## src/rtl/uart_cmd_parser_pkg.sv

```systemverilog
// Shared definitions for the UART command parser: opcode bytes, FSM states,
// operation kinds and the error codes raised while parsing a frame.
package uart_cmd_parser_pkg;

    localparam logic [7:0] OP_W_U = 8'h57;
    localparam logic [7:0] OP_W_L = 8'h77;
    localparam logic [7:0] OP_R_U = 8'h52;
    localparam logic [7:0] OP_R_L = 8'h72;

    typedef enum logic [2:0] {
        IDLE,
        GET_ADDR,
        GET_DATA,
        ISSUE,
        WAIT_RESP
    } state_e;

    typedef enum logic {
        OP_WR,
        OP_RD
    } op_e;

    typedef enum logic [2:0] {
        ERR_NONE,
        ERR_OPCODE,
        ERR_ADDR,
        ERR_TIMEOUT,
        ERR_OVERRUN
    } err_e;

    function automatic logic is_write_op(logic [7:0] b);
        return (b == OP_W_U) || (b == OP_W_L);
    endfunction

    function automatic logic is_read_op(logic [7:0] b);
        return (b == OP_R_U) || (b == OP_R_L);
    endfunction

endpackage

```

## src/rtl/uart_cmd_parser_if.sv

```systemverilog
// Byte stream from the UART receiver plus the strobe/address bus to register_file.
interface uart_cmd_parser_if;
    logic [7:0] rx_data;
    logic       rx_valid;
    logic       adress_status;
    logic       we;
    logic       re;
    logic [7:0] w_addr;
    logic [7:0] w_data;
    logic [7:0] r_addr;

    // slave: the parser; master: the receiver / register-file side driving it
    modport slave (
        input  rx_data, rx_valid, adress_status,
        output we, re, w_addr, w_data, r_addr
    );

    modport master (
        output rx_data, rx_valid, adress_status,
        input  we, re, w_addr, w_data, r_addr
    );
endinterface

```

## src/rtl/uart_cmd_parser_timeout_cnt.sv

```systemverilog
// Inter-byte idle counter; expire flags the cycle after which the count
// reaches LIMIT-1, so the abort is seen LIMIT clocks after the last byte.
module uart_timeout_cnt #(
    parameter int LIMIT = 100000
) (
    input  logic clk,
    input  logic reset,
    input  logic clear,
    input  logic enable,
    output logic expire
);

    localparam int            CW     = $clog2(LIMIT);
    localparam logic [CW-1:0] EXP_AT = CW'(LIMIT - 2);

    logic [CW-1:0] cnt;

    always_ff @(posedge clk or negedge reset) begin
        if (!reset) begin
            cnt <= '0;
        end else if (clear) begin
            cnt <= '0;
        end else if (enable) begin
            cnt <= cnt + 1'b1;
        end
    end

    assign expire = enable && (cnt == EXP_AT);

endmodule

```

## src/rtl/uart_cmd_parser.sv

```systemverilog
// UART command parser: turns W/R byte frames into single-cycle register_file
// strobes, with address range check, inter-byte timeout and completion status.
module uart_cmd_parser
    import uart_cmd_parser_pkg::*;
#(
    parameter int NUM_REGS       = 64,
    parameter int TIMEOUT_CYCLES = 100000,
    parameter int RESP_LAT       = 2
) (
    input  logic             clk,
    input  logic             reset,
    uart_cmd_parser_if.slave bus,
    output logic             busy,
    output logic             cmd_done,
    output logic             cmd_ok,
    output logic             err_opcode,
    output logic             err_addr,
    output logic             err_timeout,
    output logic             err_overrun
);

    localparam int               LAT_W    = $clog2(RESP_LAT + 1);
    localparam logic [LAT_W-1:0] LAT_LAST = LAT_W'(RESP_LAT - 1);

    state_e           state, state_d;
    op_e              op, op_d;
    err_e             err_d;
    logic             sticky, sticky_d;
    logic [LAT_W-1:0] lat_cnt, lat_cnt_d;
    logic             we_d, re_d, done_d, ok_d;
    logic [7:0]       w_addr_d, w_data_d, r_addr_d;
    logic             tmo_run, tmo_expire;

    // Unsigned compare widened to 9 bits so NUM_REGS=256 accepts every address
    function automatic logic addr_in_range(logic [7:0] a);
        return {1'b0, a} < 9'(NUM_REGS);
    endfunction

    assign tmo_run = (state == GET_ADDR) || (state == GET_DATA);

    uart_timeout_cnt #(
        .LIMIT (TIMEOUT_CYCLES)
    ) u_timeout (
        .clk    (clk),
        .reset  (reset),
        .clear  (bus.rx_valid || !tmo_run),
        .enable (tmo_run),
        .expire (tmo_expire)
    );

    always_comb begin
        state_d   = state;
        op_d      = op;
        err_d     = ERR_NONE;
        sticky_d  = sticky;
        lat_cnt_d = lat_cnt;
        we_d      = 1'b0;
        re_d      = 1'b0;
        done_d    = 1'b0;
        ok_d      = 1'b0;
        w_addr_d  = bus.w_addr;
        w_data_d  = bus.w_data;
        r_addr_d  = bus.r_addr;
        unique case (state)
            IDLE: begin
                if (bus.rx_valid) begin
                    if (is_write_op(bus.rx_data)) begin
                        op_d    = OP_WR;
                        state_d = GET_ADDR;
                    end else if (is_read_op(bus.rx_data)) begin
                        op_d    = OP_RD;
                        state_d = GET_ADDR;
                    end else begin
                        err_d = ERR_OPCODE;
                    end
                end
            end
            GET_ADDR: begin
                // A byte arriving on the expiry cycle still counts
                if (bus.rx_valid) begin
                    if (!addr_in_range(bus.rx_data)) begin
                        err_d   = ERR_ADDR;
                        state_d = IDLE;
                    end else if (op == OP_WR) begin
                        w_addr_d = bus.rx_data;
                        state_d  = GET_DATA;
                    end else begin
                        r_addr_d = bus.rx_data;
                        re_d     = 1'b1;
                        state_d  = ISSUE;
                    end
                end else if (tmo_expire) begin
                    err_d   = ERR_TIMEOUT;
                    state_d = IDLE;
                end
            end
            GET_DATA: begin
                if (bus.rx_valid) begin
                    w_data_d = bus.rx_data;
                    we_d     = 1'b1;
                    state_d  = ISSUE;
                end else if (tmo_expire) begin
                    err_d   = ERR_TIMEOUT;
                    state_d = IDLE;
                end
            end
            ISSUE: begin
                sticky_d  = 1'b0;
                lat_cnt_d = '0;
                state_d   = WAIT_RESP;
                if (bus.rx_valid) err_d = ERR_OVERRUN;
            end
            WAIT_RESP: begin
                sticky_d  = sticky | bus.adress_status;
                lat_cnt_d = lat_cnt + 1'b1;
                if (bus.rx_valid) err_d = ERR_OVERRUN;
                if (lat_cnt == LAT_LAST) begin
                    done_d  = 1'b1;
                    ok_d    = sticky | bus.adress_status;
                    state_d = IDLE;
                end
            end
            default: state_d = IDLE;
        endcase
    end

    // Outputs are registered from the next-state decode, so strobes land in ISSUE
    always_ff @(posedge clk or negedge reset) begin
        if (!reset) begin
            state       <= IDLE;
            op          <= OP_WR;
            sticky      <= 1'b0;
            lat_cnt     <= '0;
            busy        <= 1'b0;
            cmd_done    <= 1'b0;
            cmd_ok      <= 1'b0;
            err_opcode  <= 1'b0;
            err_addr    <= 1'b0;
            err_timeout <= 1'b0;
            err_overrun <= 1'b0;
            bus.we      <= 1'b0;
            bus.re      <= 1'b0;
            bus.w_addr  <= '0;
            bus.w_data  <= '0;
            bus.r_addr  <= '0;
        end else begin
            state       <= state_d;
            op          <= op_d;
            sticky      <= sticky_d;
            lat_cnt     <= lat_cnt_d;
            busy        <= (state_d != IDLE);
            cmd_done    <= done_d;
            cmd_ok      <= ok_d;
            err_opcode  <= (err_d == ERR_OPCODE);
            err_addr    <= (err_d == ERR_ADDR);
            err_timeout <= (err_d == ERR_TIMEOUT);
            err_overrun <= (err_d == ERR_OVERRUN);
            bus.we      <= we_d;
            bus.re      <= re_d;
            bus.w_addr  <= w_addr_d;
            bus.w_data  <= w_data_d;
            bus.r_addr  <= r_addr_d;
        end
    end

endmodule

```

## src/flat_wrapper.sv

```systemverilog
// flat-port wrapper written by rule: the top's interface ports become plain ports
module uart_cmd_parser_flat import uart_cmd_parser_pkg::*;
#(
    parameter int NUM_REGS       = 64,
    parameter int TIMEOUT_CYCLES = 100000,
    parameter int RESP_LAT       = 2
)
  (clk, reset, busy, cmd_done, cmd_ok, err_opcode, err_addr, err_timeout, err_overrun, bus_rx_data, bus_rx_valid, bus_adress_status, bus_we, bus_re, bus_w_addr, bus_w_data, bus_r_addr);
  uart_cmd_parser_if bus_i ();
  input  logic clk;
  input  logic reset;
  output logic busy;
  output logic cmd_done;
  output logic cmd_ok;
  output logic err_opcode;
  output logic err_addr;
  output logic err_timeout;
  output logic err_overrun;
  input wire logic [$bits(bus_i.rx_data)-1:0] bus_rx_data;
  input wire logic [$bits(bus_i.rx_valid)-1:0] bus_rx_valid;
  input wire logic [$bits(bus_i.adress_status)-1:0] bus_adress_status;
  output wire logic [$bits(bus_i.we)-1:0] bus_we;
  output wire logic [$bits(bus_i.re)-1:0] bus_re;
  output wire logic [$bits(bus_i.w_addr)-1:0] bus_w_addr;
  output wire logic [$bits(bus_i.w_data)-1:0] bus_w_data;
  output wire logic [$bits(bus_i.r_addr)-1:0] bus_r_addr;
  assign bus_i.rx_data = bus_rx_data;
  assign bus_i.rx_valid = bus_rx_valid;
  assign bus_i.adress_status = bus_adress_status;
  assign bus_we = bus_i.we;
  assign bus_re = bus_i.re;
  assign bus_w_addr = bus_i.w_addr;
  assign bus_w_data = bus_i.w_data;
  assign bus_r_addr = bus_i.r_addr;
  uart_cmd_parser #(.NUM_REGS(NUM_REGS), .TIMEOUT_CYCLES(TIMEOUT_CYCLES), .RESP_LAT(RESP_LAT)) u_core (.clk(clk), .reset(reset), .bus(bus_i), .busy(busy), .cmd_done(cmd_done), .cmd_ok(cmd_ok), .err_opcode(err_opcode), .err_addr(err_addr), .err_timeout(err_timeout), .err_overrun(err_overrun));
endmodule
```

## config.mk

```make
export PLATFORM = sky130hd
export DESIGN_NAME = uart_cmd_parser_flat
export DESIGN_NICKNAME = d
export VERILOG_FILES = /design/src/rtl/uart_cmd_parser_pkg.sv /design/src/rtl/uart_cmd_parser_if.sv /design/src/rtl/uart_cmd_parser_timeout_cnt.sv /design/src/rtl/uart_cmd_parser.sv /design/src/flat_wrapper.sv
export SDC_FILE = /design/constraint.sdc
export NUM_CORES = 1
export LEC_CHECK = 0
export CORE_MARGIN = 2
export CORE_UTILIZATION = 25
export DETAILED_ROUTE_END_ITERATION = 6
export GPL_TIMING_DRIVEN = 0
export PLACE_DENSITY = 0.52
export SLEW_MARGIN = 20
export SYNTH_ARGS = -nofsm -noshare
export SYNTH_HDL_FRONTEND = slang
export SYNTH_HIERARCHICAL = 1
export SYNTH_SLANG_ARGS = --single-unit
```

## constraint.sdc

```tcl
create_clock -name clk -period 4.6 [get_ports clk]
set_input_delay 1.15 -clock clk [delete_from_list [all_inputs] [get_ports clk]]
set_output_delay 1.15 -clock clk [all_outputs]
set_load 0.01 [all_outputs]
```

Word-level counts from Yosys, hierarchy flattened:

Index checks and enable logic that the tools add are counted.

* RAM bits: 0
* input bits: 12
* logic and storage cells: 87
* bits in latches: 0
* register bits after elaboration: 57
* bits in read-only memories: 0
* output and inout port bits: 33
* memories: 0

* $lt $le $gt $ge: 1
* reductions and logical operators: 16
* div/mod/pow operators: 0
* mux-type cells: 35
* bitwise gates (word level): 2
* $mul: 0
* add/sub/neg operators: 2
* eq/ne operators: 14
* shift operators: 0

Operators with widths (count)
* two-way mux 3 bit: 13
* two-way mux 17 bit: 2
* equality test 8 x 7 -> 1 bit, second input constant: 4
* adder 17 x 1 -> 17 bit, second input constant: 1
* equality test 17 bit, second input constant: 1
* case mux 3 bit (5 select lines): 1
* two-way mux 1 bit: 14
* equality test 3 x 2 -> 1 bit, second input constant: 4
* case mux 3 bit (4 select lines): 1
* < comparator 8 x 7 -> 1 bit, second input constant: 1
* AND reduction 4 bit: 2
* equality test 3 x 1 -> 1 bit, second input constant: 2
* equality test 3 bit, second input constant: 2
* nonzero test 2 bit: 3
* logical OR 1 bit: 4
* two-way mux 2 bit: 2
* case mux 2 bit (2 select lines): 1
* logical NOT 3 bit: 1
* AND reduction 3 bit: 1
* nonzero test 3 bit: 1
* adder 2 x 1 -> 2 bit, second input constant: 1
* equality test 2 x 1 -> 1 bit, second input constant: 1
* case mux 1 bit (2 select lines): 1
* AND reduction 2 bit: 1
* other kinds (5): 5

Logic depth before layout (Yosys ltp):

Gate-level depths: netlist (run 1).

* depth after elaboration: 7
* gate-level depth with buffers: 12
* mapped depth without buffers: 10

Modules after synthesis:

Netlist (run 1), hierarchy kept.

By module, submodules not included
* uart_cmd_parser: cells an instance 120, instances 1, area an instance 1609.0 um^2, seq. area each 1001.0 um^2
* uart_timeout_cnt: cells an instance 94, instances 1, area an instance 904.6 um^2, seq. area each 425.4 um^2

Worst setup path after synthesis (run 1):

OpenSTA, ideal clock, no wires.

* path type: register to register
* start point: register u_core.state[0]
* end point: register u_core.busy
* data required time: 4.469 ns
* path buffers: 2
* data arrival time: 2.555 ns
* period minus slack after synthesis: 2.686 ns
* setup slack: 1.914 ns
* cell stages (with the launch flop): 13
* library setup time: 0.131 ns
* cells stage by stage: dfrtp_1 > buf_2 > nand2b_1 > a21oi_1 > buf_2 > nand2_1 > nor2_1 > nand3_1 > nor4_1 > nor3b_1 > a211o_1 > a32o_1 > or3_1

* cells in the longest elaborated chain, start to end: 7
* elaborated cells on any way between the ends: 16
* those cells by class: 4 x eq/ne; 8 x mux; 4 x reduce/logical

Ends and longest elaborated chain
* start, declared: line uart_cmd_parser.sv:25 `state_e state, state_d;`
* start signal, assigned: line uart_cmd_parser.sv:147 `state <= state_d;`
* equality test 3 x 1 -> 1 bit / equality test 3 x 2 -> 1 bit (equally long branches): line uart_cmd_parser.sv:39 `assign tmo_run = (state == GET_ADDR) || (state == GET_DATA);`
* logical OR 1 bit *: line uart_cmd_parser.sv:39
* via u_core.tmo_run: line uart_cmd_parser.sv:32 `logic tmo_run, tmo_expire;`
* logical AND 1 bit *: line uart_cmd_parser_timeout_cnt.sv:28 `assign expire = enable && (cnt == EXP_AT);`
* via u_core.tmo_expire: line uart_cmd_parser.sv:32
* two-way mux 3 bit *: line uart_cmd_parser.sv:92, uart_cmd_parser.sv:102
* two-way mux 3 bit, on equally long branches: line uart_cmd_parser.sv:98, uart_cmd_parser.sv:80
* case mux 3 bit (5 select lines) *: line uart_cmd_parser.sv:64 `unique case (state)`
* via u_core.state_d[0]: line uart_cmd_parser.sv:25
* nonzero test 3 bit *: line uart_cmd_parser.sv:151 `busy <= (state_d != IDLE);`
* end signal, assigned: line uart_cmd_parser.sv:151
* end, declared: line uart_cmd_parser.sv:13 `output logic busy,`

The timed path passes the listed nets; every way through them passes the cells marked *.
A chain may end at the register's enable or synchronous reset.

Final worst setup path (run 1):

Same ends and word-level chain as after synthesis.

==> results of run 1 <==
-- through the flow --
step,total power [uW],cells,util [%],area (um2)
after floorplan,819,214,-,2510
after global placement,1020,391,31.9,3120
after detailed placement,1030,392,32.2,3150
after CTS,1490,408,34.1,3330
after global routing,1550,408,34.1,3330
final,1470,408,34.1,3330
-- cells in the mapped netlist (2+ instances only) --
cell | instances | area (um2)
xor2_1 | 4 | 35.0
nand4_1 | 3 | 18.8
o21ai_0 | 4 | 20.0
nand2_1 | 12 | 45.0
xnor2_1 | 8 | 70.1
or3_1 | 4 | 25.0
nor2_1 | 20 | 75.1
nor3_1 | 5 | 25.0
o21ai_1 | 2 | 10.0
nor4_1 | 4 | 25.0
a21oi_1 | 8 | 40.0
dfrtp_1 | 57 | 1430
nand3b_1 | 2 | 15.0
nor4b_1 | 2 | 17.5
ha_1 | 3 | 37.5
a221oi_1 | 2 | 17.5
mux2_1 | 20 | 225
and2_1 | 3 | 18.8
or4_4 | 2 | 22.5
buf_2 | 4 | 20.0
nand2b_1 | 6 | 37.5
inv_1 | 7 | 26.3
nor2b_1 | 6 | 37.5
nand3_1 | 5 | 25.0
-- registers in the layout, indices dropped and copies added (netlist names) --
name,flops
u_core/u_timeout/cnt,17
u_core/bus.r_addr,8
u_core/bus.w_addr,8
u_core/bus.w_data,8
u_core/state,3
u_core/lat_cnt,2
u_core/bus.re,1
u_core/bus.we,1
u_core/busy,1
u_core/cmd_done,1
u_core/cmd_ok,1
u_core/err_addr,1
u_core/err_opcode,1
u_core/err_overrun,1
u_core/err_timeout,1
u_core/op,1
u_core/sticky,1
-- power groups by stage --
stage	clock [uW]	sequential, uW	combinational, uW
4_1_cts	464	638	390
3_5_place_dp	0	646	388
6_report	447	636	382
3_3_place_gp	0	644	381
2_1_floorplan	0	675	145
5_1_grt	486	646	421
-- per-layer routing --
layer,routed length (um),track usage (%)
met1,2430,13.1
met2,2340,15.2
met3,274,3.26
met4,89,4.92
met5,0,0
-- cell type report --
class	count	area share, %
clock inverter	5	1.69
multi-input combinational	143	30.7
buffer	6	1.05
sequential	57	42.8
clock buffer	11	3.94
timing repair buffer	45	14.0
tap	133	4.99
inverter	8	0.901
-- worst register-to-register path, delay by kind of cell, from the launching register on --
family          cells  cell delay [ns]
buf+inv             2             0.42
simple gates        7             1.46
compound gates      3             0.78
flops               1             0.37
-- kinds of logic (layout without fill, tap and decap cells) --
kind of cell / Yosys count / after routing / share of synthesized area [%]
adder cells (fa/ha/maj): 3 / 3 / 1.49
flip-flops: 57 / 57 / 56.7
buffers and inverters: 14 / 75 / 2.59
XOR/XNOR: 12 / 12 / 4.18
AND/OR/NAND/NOR: 81 / 81 / 18.4
multiplexers: 22 / 22 / 9.81
AO/OA/AOI/OAI: 25 / 25 / 6.77
-- worst paths after layout --
check                                                      end  slack [ns]  depth (start not counted)                             start
hold reg to reg               u_core/bus.w_data[6]$_DFFE_PN0P_        0.48                          1  u_core/bus.w_data[6]$_DFFE_PN0P_
hold / removal                u_core/bus.w_data[6]$_DFFE_PN0P_        0.48                          1  u_core/bus.w_data[6]$_DFFE_PN0P_
min in group asynchronous            u_core/cmd_done$_DFF_PN0_        0.60                          1                             reset
setup reg to reg                         u_core/busy$_DFF_PN0_        1.43                         12         u_core/state[0]$_DFF_PN0_
max in group asynchronous  u_core/u_timeout/cnt[5]$_DFFE_PN0P_        3.56                          2                             reset
setup / recovery                         u_core/busy$_DFF_PN0_        1.43                         12         u_core/state[0]$_DFF_PN0_
==> results.py, run 1 <==
metrics = {
    "outcome": {
        "outcome": "finished clean",
    },
    "clock_tree": {
        "clockBufferDepth": 2,
        "cts_resized": 0,
        "cts_buffers": 9,
        "clock-root-buffer": "clkbuf_8",
        "holdBufCountCts": 0,
        "clk_pin_slew_ns": 0.07,
        "h-tree-depth": 3,
        "insertion_delay_ns": 0.33,
        "post-cts-setup-buffers": 0,
        "cts_tree": "done",
        "cts_sinks": 57,
    },
    "critical_path": {
        "critPathSlowestCell": "nor4_1",
        "startpoint_type": "flip-flop",
        "path_cells": "buf_2 -> nand2b_1 -> a21oi_1 -> buf_2 -> nand2_1 -> nor2_1 -> nand3_1 -> nor4_1 -> nor3b_1 -> a211o_1 -> a32o_1 -> or3_1",
        "critical_path_class": "reg2reg",
        "worstPathRequired_ns": 4.81,
        "crit_path_frequent_cell": "buf_2",
        "critPathMaxFanout": 10,
        "worst_path_largest_cell_delay_ns": 0.52,
        "crit_family": "simple AND/OR/NAND/NOR gates",
        "worst_setup_path_end_kind": "flip-flop",
        "cp_num_buf_inv": 2,
        "arrival_ns": 3.37,
    },
    "detailed_routing": {
        "drt_wl_total_um": 5130,
        "drtPass1Iterations": 4,
        "wire_per_inst_um": 12.6,
        "viasPerCell": 4.30,
        "drc": 0,
        "ant_nets": 0,
        "drt_iter0_markers": 82,
        "via_count": 1754,
    },
    "floorplanning": {
        "die_y_um": 104,
        "dieArea_um2": 10900,
        "core_um2": 9770,
        "die_w_um": 104,
        "rows": 36,
        "io_pins": 45,
        "start_util_pct": 25.7,
    },
    "global_routing": {
        "grt_use_total_pct": 10.1,
        "antenna_found_initial": 0,
        "grt_max_degree": 57,
        "grt_overflow": 0,
        "grt_pass1_wl_um": 8780,
        "grt_pass1_vias": 1753,
    },
    "pwr": {
        "clkPwrFrac_pct": 30.5,
        "power_density_nw_per_um2": 440,
        "ir_drop_mv": 0.123,
        "p_sw_share_pct": 28.4,
        "p_int_uw": 1050,
        "pwr-share-comb_pct": 26.1,
        "seqPwrFrac_pct": 43.4,
        "power.switching_uw": 416,
        "p_leak_uw": 0.00141,
    },
    "finish": {
        "area_delta_synth_final_pct": 32.6,
        "regArea_um2": 1430,
        "mostFrequentLayoutCells": "dfrtp_1 (57), clkdlybuf4s50_1 (43), nor2_1 (20), mux2_1 (20), nand2_1 (12)",
        "layout_commonest_cell": "dfrtp_1",
        "drive_above_1_share_pct": 10.9,
        "nets": 285,
        "multi_input_area_um2": 1020,
        "fillers": 1002,
        "n_antenna_cell": 0,
    },
    "placed_design": {
        "io_buffers": 44,
        "place.gp.congestion": 0.742,
        "dp_worst_setup_slack_ns": 1.22,
        "dp_hpwl_um": 3560,
    },
    "timing": {
        "setup_tns_ns": 0,
        "slew_headroom_pct": 60.5,
        "hold_ws_ns": 0.482,
        "setup_viol": 0,
        "tightest_slew_ns": 0.587,
        "rsz0062_at_grt": "false",
        "finalClockSkew_ns": 0.00632,
        "hold_violations": 0,
        "fin_ws_ns": 1.43,
        "slew_violations": 0,
        "finalCritPeriodShare_pct": 68.8,
        "max_freq_mhz": 316,
        "min_period_ns": 3.17,
    },
    "synth": {
        "yosys_warnings": 6,
        "syn_nets": 229,
        "synth_enable_flop_cells": 0,
        "ys_ff_latch": 57,
        "ys.flop_type": "dfrtp_1",
        "synth_cells": 214,
        "netlist_area_um2": 2510,
        "avgSynthCellArea_um2": 11.7,
        "seq_area_frac_synth_pct": 56.7,
        "async_flop_share_pct": 100,
        "ys_types": 45,
    },
    "run": {
        "drv_cap": 0,
    },
    "hold_path": {
        "hp-class": "reg2reg",
    },
}
(Power assumes the default switching activity.)
==> run 2: changes to the inputs <==
--- a/config.mk
+++ b/config.mk
@@ -9,7 +9,7 @@
 export CORE_UTILIZATION = 25
 export DETAILED_ROUTE_END_ITERATION = 6
 export GPL_TIMING_DRIVEN = 0
-export PLACE_DENSITY = 0.52
+export PLACE_DENSITY = 0.54
 export SLEW_MARGIN = 20
 export SYNTH_ARGS = -nofsm -noshare
 export SYNTH_HDL_FRONTEND = slang
==> constraint.sdc (replaced) <==
create_clock -name clk -period 2.55 [get_ports clk]
set_input_delay 0.6375 -clock clk [delete_from_list [all_inputs] [get_ports clk]]
set_output_delay 0.6375 -clock clk [all_outputs]
set_load 0.01 [all_outputs]
==> run 2 against run 1 <==
Final area up 3.7%. Register-to-register slack worse by 1.3 ns. Critical endpoint is now u_core/u_timeout/cnt[15]$_DFFE_PN0P_. Global-route usage rose by 0.23 points. Via count is 3.8% higher. Cell count grew 1.2%.
==> results.py, run 2 (synthesized netlist as in run 1, its figures left out) <==
metrics = {
    "placed_design": {
        "dp_hpwl_um": 3510,
        "place.gp.congestion": 0.731,
        "io_buffers": 44,
    },
    "clock_tree": {
        "holdBufCountCts": 0,
        "insertion_delay_ns": 0.33,
        "cts_tree": "done",
        "cts_buffers": 9,
        "clk_pin_slew_ns": 0.07,
        "clockBufferDepth": 2,
        "cts_sinks": 57,
        "h-tree-depth": 3,
        "clock-root-buffer": "clkbuf_8",
    },
    "timing": {
        "min_period_ns": 2.45,
        "setup_tns_ns": 0,
        "hold_ws_ns": 0.0882,
        "slew_violations": 0,
        "finalCritPeriodShare_pct": 96.0,
        "hold_violations": 0,
        "slew_headroom_pct": 66.5,
        "rsz0062_at_grt": "true",
        "max_freq_mhz": 409,
        "tightest_slew_ns": 0.503,
        "finalClockSkew_ns": 0.00825,
        "setup_viol": 0,
    },
    "finish": {
        "fillers": 990,
        "n_antenna_cell": 0,
        "drive_above_1_share_pct": 15.7,
        "top_register": "u_core/u_timeout/cnt",
        "layout_commonest_cell": "dfrtp_1",
        "regArea_um2": 1430,
        "largest_register_ff_count": 17,
        "nets": 291,
        "mostFrequentLayoutCells": "dfrtp_1 (55), clkdlybuf4s50_1 (43), nor2_1 (20), mux2_1 (20), nand2_1 (12)",
        "area_delta_synth_final_pct": 37.5,
        "multi_input_area_um2": 1070,
    },
    "floorplanning": {
        "die_w_um": 104,
        "core_um2": 9770,
        "io_pins": 45,
        "die_y_um": 104,
        "rows": 36,
        "start_util_pct": 25.7,
        "dieArea_um2": 10900,
    },
    "critical_path": {
        "critPathSlowestCell": "clkdlybuf4s50_1",
        "crit_family": "simple AND/OR/NAND/NOR gates",
        "startpoint_type": "input pin",
        "path_cells": "clkdlybuf4s50_1 -> nand2b_1 -> o211ai_2 -> or4_4 -> or3_1 -> a21oi_1",
        "worst_setup_path_end_kind": "flip-flop",
        "arrival_ns": 2.70,
        "worst_path_largest_cell_delay_ns": 0.64,
        "critical_path_class": "in2reg",
        "worstPathRequired_ns": 2.80,
        "cp_num_buf_inv": 1,
        "critPathMaxFanout": 9,
    },
    "pwr": {
        "ir_drop_mv": 0.279,
        "finalPower_uw": 2820,
        "power_density_nw_per_um2": 815,
        "p_leak_uw": 0.00146,
    },
    "detailed_routing": {
        "drt_iter0_markers": 74,
        "drtPass1Iterations": 4,
        "viasPerCell": 4.41,
        "via_count": 1821,
        "ant_nets": 0,
        "drt_wl_total_um": 5300,
        "wire_per_inst_um": 12.8,
        "drc": 0,
    },
    "outcome": {
        "outcome": "finished clean",
    },
    "run": {
        "drv_cap": 0,
    },
    "global_routing": {
        "grt_pass1_vias": 1768,
        "grt_use_total_pct": 10.3,
        "grt_pass1_wl_um": 9060,
        "antenna_found_initial": 0,
        "grt_overflow": 0,
        "grt_max_degree": 57,
    },
    "hold_path": {
        "hp-class": "in2async",
    },
}
[run 2: changes by cell type in the layout (fill, tap and decap cells not counted), sizes merged]
cell	before	now
clkinvlp	1	0
buf	8	14
bufinv	1	2
clkbuf	11	9
clkinv	3	4
[run 2: final cells by class]
type	instances	share of cell area [%]
multi-input cells	143	30.9
repair buffers	52	15.0
clock inverters	6	2.42
plain buffers	5	1.05
clock buffers	9	3.58
flip-flops and latches	57	41.3
inverters	8	0.869
well taps	133	4.81
[run 2: layer usage]
| layer | vias up | wire [um] | GRT usage [%] |
|---|---|---|---|
| met5 | - | 0 | 0 |
| met4 | 0 | 95 | 5.50 |
| met3 | 8 | 149 | 1.94 |
| met2 | 26 | 2400 | 15.3 |
| met1 | 911 | 2660 | 14.2 |
| li1 | 876 | - | - |
[run 2: worst paths after layout]
| path | start | to | slack (ns) | cells after the start |
|---|---|---|---|---|
| worst max-delay path | bus_rx_valid | u_core/u_timeout/cnt[15]$_DFFE_PN0P_ | 0.10 | 6 |
| worst min-delay path | reset | u_core/bus.re$_DFF_PN0_ | 0.09 | 1 |
| worst max register to register | u_core/state[0]$_DFF_PN0_ | u_core/busy$_DFF_PN0_ | 0.12 | 11 |
| worst min register to register | u_core/bus.w_addr[0]$_DFFE_PN0P_ | u_core/bus.w_addr[0]$_DFFE_PN0P_ | 0.48 | 1 |
| max in group asynchronous | reset | u_core/state[1]$_DFF_PN0_ | 2.00 | 2 |
| min in group clk | u_core/bus.w_addr[0]$_DFFE_PN0P_ | u_core/bus.w_addr[0]$_DFFE_PN0P_ | 0.48 | 1 |
[run 2: repair_timing]
action,4_1_cts,5_1_grt
resized for setup,6,0
buffers inserted,7,0
cloned,0,0
endpoints found under the setup margin,2,3
pin swaps,2,1
[run 2: power by group]
part / leakage (uW) / internal (uW) / total [uW] / switching (uW)
Combinational: 0.000590 / 441 / 777 / 335
Sequential: 0.000757 / 1060 / 1140 / 82.7
Clock: 0.000109 / 541 / 897 / 356
Total: 0.00146 / 2040 / 2820 / 774
[run 2: through the flow]
step / cell area (um2) / std cells / util, % / worst slack (ns)
after floorplan: 2540 / 214 / - / 0.00805
after global placement: 3150 / 391 / 32.2 / -1.00
after detailed placement: 3180 / 392 / 32.5 / -0.342
after CTS: 3460 / 413 / 35.4 / 0.0130
after global routing: 3460 / 413 / 35.4 / -0.0466
final: 3460 / 413 / 35.4 / 0.103
==> run 3: changes to the inputs <==
--- a/config.mk
+++ b/config.mk
@@ -9,9 +9,8 @@
 export CORE_UTILIZATION = 25
 export DETAILED_ROUTE_END_ITERATION = 6
 export GPL_TIMING_DRIVEN = 0
-export PLACE_DENSITY = 0.54
+export PLACE_DENSITY = 0.52
 export SLEW_MARGIN = 20
 export SYNTH_ARGS = -nofsm -noshare
 export SYNTH_HDL_FRONTEND = slang
-export SYNTH_HIERARCHICAL = 1
 export SYNTH_SLANG_ARGS = --single-unit
==> constraint.sdc (replaced) <==
create_clock -name clk -period 2.8 [get_ports clk]
set_input_delay 0.7 -clock clk [delete_from_list [all_inputs] [get_ports clk]]
set_output_delay 0.7 -clock clk [all_outputs]
set_load 0.01 [all_outputs]
==> run 3 against run 2 <==
Combinational power is 83% lower. Global-route usage up 0.91 points. Worst hold slack improved by 0.16 ns. Sequential power fell by 24%. Clock power is 13% lower. First-iteration DRC count shrank 50%. Register-to-register slack improved by 0.74 ns. Clock skew is 0.0087 ns higher. Routed wire length increased by 0.38%. Sequential share of layout area up 2.0 points. Die area shrank 1.6%. Sequential cell count unchanged. Critical path type unchanged. Critical endpoint is now u_core.bus.w_addr[5]$_DFFE_PN0P_.
==> results.py, run 3 <==
metrics = {
    "finish": {
        "n_antenna_cell": 0,
        "top_register": "u_core.u_timeout.cnt",
        "largest_register_ff_count": 17,
        "fin_cells": 400,
        "drive_above_1_share_pct": 10.9,
        "mostFrequentLayoutCells": "dfrtp_1 (57), clkdlybuf4s50_1 (43), nor2_1 (24)",
        "multi_input_area_um2": 996,
        "nets": 278,
        "area_delta_synth_final_pct": 33.2,
        "layout_commonest_cell": "dfrtp_1",
        "fillers": 1010,
        "regArea_um2": 1430,
    },
    "detailed_routing": {
        "via_count": 1754,
        "wl_met1_um": 2580,
        "wl_met3_um": 421,
        "wire_per_inst_um": 13.3,
        "top_layer": "met4",
        "drt_wl_total_um": 5320,
        "drc": 0,
        "drtPass1Iterations": 4,
        "viasPerCell": 4.39,
        "ant_nets": 0,
        "dr_wl_met2_um": 2210,
        "drt_iter0_markers": 37,
    },
    "timing": {
        "rsz0062_at_grt": "false",
        "slew_violations": 0,
        "setup_viol": 0,
        "finalCritPeriodShare_pct": 82.2,
        "max_freq_mhz": 434,
        "finalClockSkew_ns": 0.0169,
        "hold_violations": 0,
        "setup_tns_ns": 0,
        "min_period_ns": 2.30,
        "hold_ws_ns": 0.245,
        "tightest_slew_ns": 0.655,
        "slew_headroom_pct": 56.1,
    },
    "synth": {
        "ys_ff_latch": 57,
        "yosys_warnings": 0,
        "yosys.cell_count.top_type": "dfrtp_1",
        "yosys.area.top_type_share_pct": 57.7,
        "synthTopCellsByCount": "dfrtp_1 (57), nor2_1 (24), mux2_1 (13)",
        "synth_cells": 207,
        "seq_area_frac_synth_pct": 57.7,
        "avgSynthCellArea_um2": 11.9,
        "synth_enable_flop_cells": 0,
        "yosys-top-cells-area": "dfrtp_1 (58%), mux2_1 (5.9%), nor2_1 (3.6%)",
        "async_flop_share_pct": 100,
        "ys.flop_type": "dfrtp_1",
        "syn_nets": 222,
        "netlist_area_um2": 2470,
        "ys_types": 45,
        "synth_top_area_cell": "dfrtp_1",
    },
    "critical_path": {
        "critPathMaxFanout": 9,
        "crit_family": "simple AND/OR/NAND/NOR gates",
        "r2r-start": "u_core.u_timeout.cnt[0]$_DFFE_PN0P_",
        "worstPathRequired_ns": 3.02,
        "critPathSlowestCell": "clkdlybuf4s50_1",
        "worst_path_largest_cell_delay_ns": 0.63,
        "cp_num_buf_inv": 1,
        "worst_setup_path_end_kind": "flip-flop",
        "arrival_ns": 2.53,
        "startpoint_type": "input pin",
        "startpoint": "bus_rx_valid",
        "path_cells": "clkdlybuf4s50_1 -> nand4bb_1 -> nor3_2 -> mux2_2",
        "critical_path_class": "in2reg",
    },
    "floorplanning": {
        "die_w_um": 103,
        "io_pins": 45,
        "start_util_pct": 25.5,
        "rows": 36,
        "die_y_um": 103,
        "core_um2": 9680,
        "dieArea_um2": 10700,
    },
    "clock_tree": {
        "post-cts-setup-buffers": 0,
        "insertion_delay_ns": 0.34,
        "cts_sinks": 57,
        "clk_pin_slew_ns": 0.07,
        "cts_resized": 0,
        "clockBufferDepth": 2,
        "clock-root-buffer": "clkbuf_8",
        "h-tree-depth": 3,
        "holdBufCountCts": 0,
        "cts_buffers": 9,
        "cts_tree": "done",
    },
    "pwr": {
        "ir_drop_mv": 0.230,
        "p_leak_uw": 0.00141,
        "power_density_nw_per_um2": 543,
    },
    "placed_design": {
        "io_buffers": 44,
        "place.gp.congestion": 0.822,
        "dp.cells": 385,
        "dp_hpwl_um": 3670,
    },
    "global_routing": {
        "grt_pass1_vias": 1776,
        "antenna_found_initial": 0,
        "grt_pass1_wl_um": 9000,
        "grt_overflow": 0,
        "grt_use_total_pct": 11.2,
        "grt_max_degree": 37,
    },
    "hold_path": {
        "hp-class": "in2async",
    },
    "run": {
        "drv_cap": 0,
    },
    "outcome": {
        "outcome": "finished clean",
    },
}
run 3: final timing paths:
check / endpoint / slack, ns / cells past startpoint
max: u_core.bus.w_addr[5]$_DFFE_PN0P_ / 0.50 / 4
min: u_core.lat_cnt[0]$_DFFE_PN0N_ / 0.24 / 1
max reg2reg: u_core.u_timeout.cnt[16]$_DFFE_PN0P_ / 0.86 / 5
min reg2reg: u_core.bus.r_addr[6]$_DFFE_PN0P_ / 0.49 / 1
max in group asynchronous: u_core.u_timeout.cnt[9]$_DFFE_PN0P_ / 2.05 / 2
min in group clk: u_core.bus.r_addr[6]$_DFFE_PN0P_ / 0.49 / 1
run 3: worst reg2reg max path, delay by kind of cell (launching register included):
kind | cells | cell delay, ns
adder cells (fa/ha/maj) | 1 | 0.29
AO/OA/AOI/OAI | 1 | 0.15
AND/OR/NAND/NOR | 3 | 1.02
flip-flops | 1 | 0.40
run 3: final cells by class:
class                      instances  area share [%]
timing repair buffer              45            13.9
clock inverter                     2            1.14
buffer                             6           0.950
tap                              133            5.05
multi-input combinational        139            30.2
sequential                        57            43.3
inverter                           5           0.570
clock buffer                      13            4.83
run 3: per-stage QoR:
stage / worst slack [ns] / cell area [um2] / util [%] / total power, uW
floorplan: 0.936 / 2470 / - / 934
global placement: -0.926 / 3080 / 31.8 / 1020
detailed placement: 0.0970 / 3100 / 32.0 / 1020
CTS: 0.461 / 3290 / 34.0 / 1820
global route: 0.336 / 3290 / 34.0 / 1870
finish: 0.497 / 3290 / 34.0 / 1790
run 3: layer usage:
layer  GRT usage, %  vias to the layer above
li1               -                      839
met1           15.0                      856
met2           15.4                       48
met3           4.97                       11
met4           5.57                        0
met5              0                        -
run 3: power breakdown:
part / leakage (uW) / internal [uW] / switching (uW)
Clock: 0.0000957 / 456 / 328
Sequential: 0.000782 / 852 / 17.0
Combinational: 0.000537 / 73.5 / 61.9
Total: 0.00141 / 1380 / 407
run 3: cell families (layout without fill, tap and decap cells):
| kind of cell | Yosys count | in the layout | share of synthesized area [%] |
|---|---|---|---|
| AO/OA/AOI/OAI | 24 | 24 | 6.27 |
| XOR/XNOR | 14 | 14 | 4.96 |
| adder cells (fa/ha/maj) | 3 | 3 | 1.52 |
| buffers and inverters | 11 | 71 | 2.02 |
| flip-flops | 57 | 57 | 57.7 |
| multiplexers | 20 | 20 | 9.11 |
| AND/OR/NAND/NOR | 78 | 78 | 18.4 |
